===== config.mk =====
export PLATFORM = sky130hd
export DESIGN_NAME = id_ex_pipe_reg
export DESIGN_NICKNAME = d
export VERILOG_FILES = /design/src/rtl/cpu_pkg.sv /design/src/rtl/load_use_detect.sv /design/src/rtl/id_ex_pipe_reg.sv
export SDC_FILE = /design/constraint.sdc
export NUM_CORES = 1
export LEC_CHECK = 0
export BUFFER_PORTS_ARGS = -buffer_cell sky130_fd_sc_hd__buf_2
export CELL_PAD_IN_SITES_DETAIL_PLACEMENT = 2
export CELL_PAD_IN_SITES_GLOBAL_PLACEMENT = 2
export CORE_MARGIN = 2
export CORE_UTILIZATION = 24
export CTS_BUF_LIST = sky130_fd_sc_hd__clkbuf_4 sky130_fd_sc_hd__clkbuf_8
export DETAILED_ROUTE_END_ITERATION = 8
export GPL_TIMING_DRIVEN = 0
export PLACE_DENSITY_LB_ADDON = 0.1
export RECOVER_POWER = 25
export SLEW_MARGIN = 20
export SYNTH_ARGS = -nofsm -noshare
export SYNTH_HDL_FRONTEND = slang
export SYNTH_SLANG_ARGS = --single-unit

===== constraint.sdc =====
create_clock -name clk -period 2 [get_ports clk]
set_input_delay 0.4 -clock clk [delete_from_list [all_inputs] [get_ports clk]]
set_output_delay 0.4 -clock clk [all_outputs]
set_load 0.02 [all_outputs]

===== src/rtl/cpu_pkg.sv =====
// Shared MIPS pipeline constants: opcodes, control-word bit positions and
// the register-usage rules used by hazard detection.
package cpu_pkg;

    localparam int CTRL_W = 9;

    // Control word layout: {reg_write,mem_to_reg,mem_read,mem_write,branch,alu_src,reg_dst,alu_op[1:0]}
    localparam int CTRL_REG_WRITE  = 8;
    localparam int CTRL_MEM_TO_REG = 7;
    localparam int CTRL_MEM_READ   = 6;
    localparam int CTRL_MEM_WRITE  = 5;
    localparam int CTRL_BRANCH     = 4;
    localparam int CTRL_ALU_SRC    = 3;
    localparam int CTRL_REG_DST    = 2;
    localparam int CTRL_ALU_OP_HI  = 1;
    localparam int CTRL_ALU_OP_LO  = 0;

    localparam logic [5:0] OP_RTYPE = 6'b000000;
    localparam logic [5:0] OP_J     = 6'b000010;
    localparam logic [5:0] OP_JAL   = 6'b000011;
    localparam logic [5:0] OP_BEQ   = 6'b000100;
    localparam logic [5:0] OP_BNE   = 6'b000101;
    localparam logic [5:0] OP_ANDI  = 6'b001100;
    localparam logic [5:0] OP_LUI   = 6'b001111;
    localparam logic [5:0] OP_LW    = 6'b100011;
    localparam logic [5:0] OP_SW    = 6'b101011;

    // Deliberately conservative: only opcodes that never read rs are excluded.
    function automatic logic uses_rs(input logic [5:0] op);
        return !(op == OP_J || op == OP_JAL || op == OP_LUI);
    endfunction

    function automatic logic uses_rt(input logic [5:0] op);
        return (op == OP_RTYPE || op == OP_BEQ || op == OP_BNE || op == OP_SW);
    endfunction

endpackage


===== src/rtl/load_use_detect.sv =====
// Combinational load-use hazard detector: a load in EX whose destination
// (rt) is read by the instruction in ID forces a one-cycle freeze.
module load_use_detect
    import cpu_pkg::*;
(
    input  logic       ex_valid,
    input  logic       ex_mem_read,
    input  logic [4:0] ex_rt,
    input  logic       id_valid,
    input  logic [5:0] id_opcode,
    input  logic [4:0] id_rs,
    input  logic [4:0] id_rt,
    input  logic       flush,
    output logic       stall
);

    logic rs_hit;
    logic rt_hit;

    assign rs_hit = uses_rs(id_opcode) && (ex_rt == id_rs);
    assign rt_hit = uses_rt(id_opcode) && (ex_rt == id_rt);

    // $zero is never a real dependency; a flushed ID instruction needs no wait.
    assign stall = ex_valid && ex_mem_read && (ex_rt != 5'd0) &&
                   id_valid && !flush && (rs_hit || rt_hit);

endmodule


===== src/rtl/id_ex_pipe_reg.sv =====
// ID/EX pipeline register with load-use bubble insertion, branch flush,
// downstream hold and a saturating bubble counter.
module id_ex_pipe_reg
    import cpu_pkg::*;
#(
    parameter int DW    = 32,
    parameter int CNT_W = 16
) (
    input  logic              clk,
    input  logic              rst,
    input  logic              id_valid,
    input  logic [5:0]        id_opcode,
    input  logic [5:0]        id_funct,
    input  logic [4:0]        id_rs,
    input  logic [4:0]        id_rt,
    input  logic [4:0]        id_rd,
    input  logic [4:0]        id_shamt,
    input  logic [DW-1:0]     id_rs_data,
    input  logic [DW-1:0]     id_rt_data,
    input  logic [DW-1:0]     id_ext_immed,
    input  logic [DW-1:0]     id_pc_plus4,
    input  logic [CTRL_W-1:0] id_ctrl,
    input  logic              flush,
    input  logic              hold,
    output logic              ex_valid,
    output logic [5:0]        ex_opcode,
    output logic [5:0]        ex_funct,
    output logic [4:0]        ex_rs,
    output logic [4:0]        ex_rt,
    output logic [4:0]        ex_rd,
    output logic [4:0]        ex_shamt,
    output logic [DW-1:0]     ex_rs_data,
    output logic [DW-1:0]     ex_rt_data,
    output logic [DW-1:0]     ex_ext_immed,
    output logic [DW-1:0]     ex_pc_plus4,
    output logic [CTRL_W-1:0] ex_ctrl,
    output logic              load_use_stall,
    output logic [CNT_W-1:0]  bubble_cnt
);

    typedef struct packed {
        logic              valid;
        logic [5:0]        opcode;
        logic [5:0]        funct;
        logic [4:0]        rs;
        logic [4:0]        rt;
        logic [4:0]        rd;
        logic [4:0]        shamt;
        logic [DW-1:0]     rs_data;
        logic [DW-1:0]     rt_data;
        logic [DW-1:0]     ext_immed;
        logic [DW-1:0]     pc_plus4;
        logic [CTRL_W-1:0] ctrl;
    } id_ex_t;

    id_ex_t ex_q;
    id_ex_t id_in;

    // valid marks a real instruction; an invalid slot always carries zero control
    // so no downstream stage can act on stale control bits.
    always_comb begin
        id_in           = '0;
        id_in.valid     = id_valid;
        id_in.opcode    = id_opcode;
        id_in.funct     = id_funct;
        id_in.rs        = id_rs;
        id_in.rt        = id_rt;
        id_in.rd        = id_rd;
        id_in.shamt     = id_shamt;
        id_in.rs_data   = id_rs_data;
        id_in.rt_data   = id_rt_data;
        id_in.ext_immed = id_ext_immed;
        id_in.pc_plus4  = id_pc_plus4;
        id_in.ctrl      = id_valid ? id_ctrl : '0;
    end

    load_use_detect u_load_use_detect (
        .ex_valid    (ex_q.valid),
        .ex_mem_read (ex_q.ctrl[CTRL_MEM_READ]),
        .ex_rt       (ex_q.rt),
        .id_valid    (id_valid),
        .id_opcode   (id_opcode),
        .id_rs       (id_rs),
        .id_rt       (id_rt),
        .flush       (flush),
        .stall       (load_use_stall)
    );

    // Priority: reset > flush > hold > bubble > capture.
    always_ff @(posedge clk) begin
        if (rst) begin
            ex_q <= '0;
        end else if (flush) begin
            ex_q <= '0;
        end else if (hold) begin
            ex_q <= ex_q;
        end else if (load_use_stall) begin
            ex_q <= '0;
        end else begin
            ex_q <= id_in;
        end
    end

    // A stall under hold inserts no bubble, so it is not counted.
    always_ff @(posedge clk) begin
        if (rst) begin
            bubble_cnt <= '0;
        end else if (load_use_stall && !hold && (bubble_cnt != {CNT_W{1'b1}})) begin
            bubble_cnt <= bubble_cnt + CNT_W'(1);
        end
    end

    assign ex_valid     = ex_q.valid;
    assign ex_opcode    = ex_q.opcode;
    assign ex_funct     = ex_q.funct;
    assign ex_rs        = ex_q.rs;
    assign ex_rt        = ex_q.rt;
    assign ex_rd        = ex_q.rd;
    assign ex_shamt     = ex_q.shamt;
    assign ex_rs_data   = ex_q.rs_data;
    assign ex_rt_data   = ex_q.rt_data;
    assign ex_ext_immed = ex_q.ext_immed;
    assign ex_pc_plus4  = ex_q.pc_plus4;
    assign ex_ctrl      = ex_q.ctrl;

endmodule

# ---- Word level (Yosys, flattened, before mapping)
# Index checks and enable logic that the tools add are counted.
dict set report word_totals {
  register_bits 186
  latch_bits 0
  ramBits 0
  rom_bits 0
  out_inout_bits 187
  word_cells 46
  n_memories 0
}
dict set report op_classes {
  addsub 1
  mul 0
  div 0
  n_lt_le_gt_ge 0
  n_eq_ne 9
  n_shift 0
  muxes 2
  bitwise_logic 0
  n_reduce_logical 21
}
# operator n
set ops {}
lappend ops {{two-way mux 170 bit} 1}
lappend ops {{adder 16 x 1 -> 16 bit, second input constant} 1}
lappend ops {{inequality test 16 bit, second input constant} 1}
lappend ops {{equality test 6 x 2 -> 1 bit, second input constant} 2}
lappend ops {{equality test 6 x 3 -> 1 bit, second input constant} 2}
lappend ops {{equality test 5 bit} 2}
lappend ops {{logical AND 1 bit} 9}
lappend ops {{two-way mux 9 bit} 1}
lappend ops {{equality test 6 x 4 -> 1 bit, second input constant} 1}
lappend ops {{equality test 6 bit, second input constant} 1}
lappend ops {{zero test 6 bit} 1}
lappend ops {{logical OR 1 bit} 6}
lappend ops {{nonzero test 5 bit} 1}
lappend ops {{zero test 1 bit} 3}
lappend ops {{OR reduction 2 bit} 1}

# ---- Depth between registers and ports, before layout
dict set report depth {
  ltp_word 9
  ltp_mapped 9
  ltp_nobuf 7
}

# ---- Cells and area by module
# Synthesis repeated with hierarchy kept, for this count alone.
dict set report unflattened {
  cells_unflattened 693
  hier_area_um2 6607.6
}
# mod n_inst cells_per_inst area_each_um2
set by_module_without_submodules {}
lappend by_module_without_submodules {id_ex_pipe_reg 1 669 6414.9}
lappend by_module_without_submodules {load_use_detect 1 24 192.7}

# ---- Worst setup path after synthesis
# OpenSTA, ideal clock, no wires.
dict set report synth_path {
  path_kind {flip-flop to flip-flop}
  from {register ex_q (netlist bit ex_rt[2])}
  to {register ex_q (netlist bit ex_ext_immed[0])}
  setup_ps 60
  t_arrival_ps 2121
  setup_slack_ps -181
  stages_incl_launch_ff 10
  n_path_buf 2
  synth_period_minus_slack_ps 2181
  path_cell_list {dfxtp_1 > xor2_1 > nor3_1 > and3_1 > o21ai_2 > inv_2 > nor4_4 > buf_4 > buf_2 > a22o_1}
}
dict set report synth_between {
  elab_chain_cells 6
  elab_cells_between_ends 11
  cone_classes {2 x eq/ne; 1 x mux; 8 x reduce/logical}
}
# element line
set synth_lines {}
lappend synth_lines {{start: declaration} id_ex_pipe_reg.sv:56} ;# id_ex_t ex_q;
lappend synth_lines {{start signal: assignment} id_ex_pipe_reg.sv:96} ;# ex_q <= ex_q;
lappend synth_lines {{start signal: assignment} id_ex_pipe_reg.sv:100} ;# ex_q <= id_in;
lappend synth_lines {{nonzero test 5 bit} load_use_detect.sv:24} ;# assign stall = ex_valid && ex_mem_read && (ex_rt != 5'd0) &&
lappend synth_lines {{logical AND 1 bit (2 in series)} load_use_detect.sv:24}
lappend synth_lines {{logical AND 1 bit} load_use_detect.sv:25} ;# id_valid && !flush && (rs_hit || rt_hit);
lappend synth_lines {{logical AND 1 bit (*)} load_use_detect.sv:25}
lappend synth_lines {{net load_use_stall} id_ex_pipe_reg.sv:37} ;# output logic load_use_stall,
lappend synth_lines {{two-way mux 170 bit (*)} id_ex_pipe_reg.sv:97} ;# end else if (load_use_stall) begin
# The timed path passes the listed nets; every way through them passes the cells marked *.
# A chain may end at the register's enable or synchronous reset.

# ---- Final worst setup path
dict set report layout_path {
  from {register ex_q (netlist bit ex_rt[4])}
  to {register bubble_cnt[9]}
}
dict set report layout_between {
  elab_chain_cells 7
  elab_cells_between_ends 12
  cone_classes {2 x eq/ne; 10 x reduce/logical}
}
# element line
set layout_lines {}
lappend layout_lines {{nonzero test 5 bit} load_use_detect.sv:24}
lappend layout_lines {{logical AND 1 bit (2 in series)} load_use_detect.sv:24}
lappend layout_lines {{logical AND 1 bit} load_use_detect.sv:25}
lappend layout_lines {{logical AND 1 bit (*)} load_use_detect.sv:25}
lappend layout_lines {{logical AND 1 bit (*) (2 in series)} id_ex_pipe_reg.sv:108} ;# end else if (load_use_stall && !hold && (bubble_cnt != {CNT_W{1'b1}})) begin
lappend layout_lines {{end signal: assignment} id_ex_pipe_reg.sv:109} ;# bubble_cnt <= bubble_cnt + CNT_W'(1);
lappend layout_lines {{end: declaration} id_ex_pipe_reg.sv:38} ;# output logic [CNT_W-1:0] bubble_cnt
# Mark *: on every way between the ends. The rest lies on a longest branch, timed or not.

==> results.yml <==
run_status:
  outcome: "finished with violations"
  failed_checks: "negative setup slack"
timing:
  hold_viol_final: 0
  rsz0062_at_grt: "true"
  drv_slew: 0
  fin_ws_ns: -0.220
  max_freq_mhz: 450
  post-route-period-util_pct: 111
  hold_ws_ns: 0.137
  min_period_ns: 2.22
  setup_violations: 177
  worstMarginPinSlew_ns: 0.594
  maxSlewHeadroom_pct: 60.4
  finClkSkew_ns: 0.0212
clocking:
  cts_root_buf: "clkbuf_8"
  cts_buffers: 17
  cts_tree: "yes"
  clock-sinks: 186
  clock_path_buffers: 2
  cts.clk_slew.worst_paths_ns: 0.12
  cts_max_level: 4
  insertion_delay_ns: 0.47
route:
  wl_per_cell_microns: 21.3
  route.detailed.drc: 0
  firstDrtPassIters: 4
  wl_microns: 27200
  drtIter0Drc: 190
  drtAntennaViolNets: 0
  vias_per_cell: 4.73
  vias: 6052
yosys:
  yosysUniqueCellTypes: 44
  syn_nets: 692
  avgSynthCellArea_sq_um: 12.0
  synth_seq_cells: 186
  synth_area_sq_mm: 0.00621
  synthFlopType: "dfxtp_1"
  yosysSeqAreaShare_pct: 60.0
  yosys_warnings: 0
  ys_async_sr_fraction_pct: 0
  synth_edf_count: 0
  syn_inst: 517
global_routing:
  track_usage_pct: 18.4
  grt_max_degree: 19
  grt_pass1_wl_microns: 37900
  antenna_found_initial: 9
  overflow: 0
  grt_pass1_vias: 6630
placement:
  hpwl_microns: 20200
  numPortBuffers: 358
  placed_cells: 1206
  place.gp.congestion: 0.776
critical_path:
  critPathTopFamily: "simple AND/OR/NAND/NOR gates"
  cp_max_fo: 6
  crit_required_ns: 2.36
  cp.buffers_inverters: 1
  critical_path_class: "flop to flop"
  slowest_delay_ns: 0.58
  crit_path_end_kind: "flop"
  path_depth: 6
  arrival_ns: 2.58
  reg2reg_depth: 6
  critPathLaunchType: "flop"
  worstPathCellList: "xor2_2 -> nor3_2 -> buf_4 -> a41oi_2 -> or4_4 -> mux2_2"
  slowest_stage: "or4_4"
finish:
  final_common_cell: "buf_2"
  register_area_sq_mm: 0.00375
  final_cell_count_no_fill: 1279
  area_growth_pct: 57.7
  n_fill_cell: 2761
  multi_input_area_sq_mm: 0.00249
  drive_gt1_share_pct: 47.8
  final_cell_mix: "buf_2, dfxtp_1, a22o_1"
  nets: 1102
die:
  num_io_pins: 361
  rows: 58
  die_area_sq_mm: 0.0272
  start_util_pct: 24.6
  die_h_microns: 165
  core_area_sq_mm: 0.0253
  die_w_microns: 165
power:
  leakagePower_nw: 4.51
  pwr-share-seq_pct: 52.5
  switchingPower_mw: 2.07
  irDropWorstVdd_uv: 333
  internal-power_mw: 5.33
  cellPowerDensity_mw_per_mm2: 755
  p_clk_share_pct: 35.8
  switching_share_pct: 27.9
  power_frac_comb_pct: 11.7
min_path:
  hold_class: "input port to flop"
  min_path_cells: 2
job:
  drv_cap: 0
[metal layers]
metal	vias up	global-route usage [%]	part of all wire, %
met2	187	33.7	54
met3	25	5.75	5.7
li1	2819	-	-
met4	2	6.17	1.4
met1	3019	19.9	39
met5	-	0	0.048
[cell type report]
class                      count  share of cell area [%]
buffer                        42                    3.90
antenna                        9                   0.230
timing repair buffer         391                    23.5
sequential                   186                    38.3
inverter                       3                   0.141
clock inverter                13                    1.53
clock buffer                  19                    2.67
tap                          330                    4.22
multi-input combinational    286                    25.5
[worst register-to-register path: stages (launching register included)]
cell and delay, ns:
dfxtp_4 0.38, xor2_2 0.15, nor3_2 0.28, buf_4 0.17, a41oi_2 0.29, or4_4 0.58, mux2_2 0.28
[stage by stage]
step                TNS, ns  setup slack (ns)  utilization, %  cell area [sq um]  power [mW]
floorplan           -0.0458           -0.0458               -               6250        4.31
global route         -28.98            -0.298            38.7               9780        7.72
finish               -16.68            -0.220            38.8               9790        7.39
global placement    -184.52             -1.39            33.5               8450        4.67
CTS                  -22.61            -0.181            35.9               9060        7.39
detailed placement  -126.58            -0.862            33.5               8470        4.71
[state kept, by name (all words and copies together) (netlist names), 6 cells and up]
signal / flops
ex_funct: 6
ex_opcode: 6
ex_pc_plus4: 32
bubble_cnt: 16
ex_rs_data: 32
ex_rt_data: 32
ex_ext_immed: 32
ex_ctrl: 9
[synthesized netlist by cell type, drive strengths merged, types with 3 or more instances]
library cell  number  area (sq um)
a21oi              5          25.0
a22o             161          1410
a32o               9          90.1
and3               7          43.8
and4               3          26.3
buf               20           105
clkbuf            22          82.6
dfxtp            186          3720
inv                3          11.3
mux2               7          78.8
nand2              5          18.8
nand2b             3          18.8
nand3              7          35.0
nand4              4          25.0
nor2              17          63.8
nor2b              7          43.8
nor3              10          50.1
nor4               3          33.8
xnor2              6          52.6
xor2               5          43.8
[cell families after synthesis]
logic type | count (synthesis) | share of synthesized area, %
AOI/OAI and AO/OA | 187 | 26.2
DFF | 186 | 60.0
and+or+nand+nor | 78 | 7.28
buffers and inverters | 45 | 3.21
xor gates and xnor gates | 11 | 1.55
muxes | 9 | 1.59
adders and majority gates | 1 | 0.202
[path summary, 6_finish.rpt]
path | from | end | slack (ns)
worst max-delay path | ex_rt[4] | bubble_cnt[9] | -0.22
worst min-delay path | id_ext_immed[6] | ex_ext_immed[6] | 0.14
worst max register to register | ex_rt[4] | bubble_cnt[9] | -0.22
worst min register to register | ex_rt_data[29] | ex_rt_data[29] | 0.48
[power groups by stage]
stage / Combinational (mW) / Sequential [mW] / Clock, mW
after detailed placement: 0.746 / 3.96 / 0
final: 0.868 / 3.88 / 2.65
after floorplan: 0.218 / 4.09 / 0
after global placement: 0.718 / 3.96 / 0
after CTS: 0.769 / 3.88 / 2.75
after global routing: 0.930 / 3.89 / 2.90
[timing repair]
item                       4_1_cts  5_1_grt
resized for setup               24      100
hold endpoints to repair         0        0
setup endpoints to repair      182      180
pin swaps                       12       82
buffers inserted                 8        8
gates cloned                     0       17
hold buffers                     0        0
(Power assumes the default switching activity.)
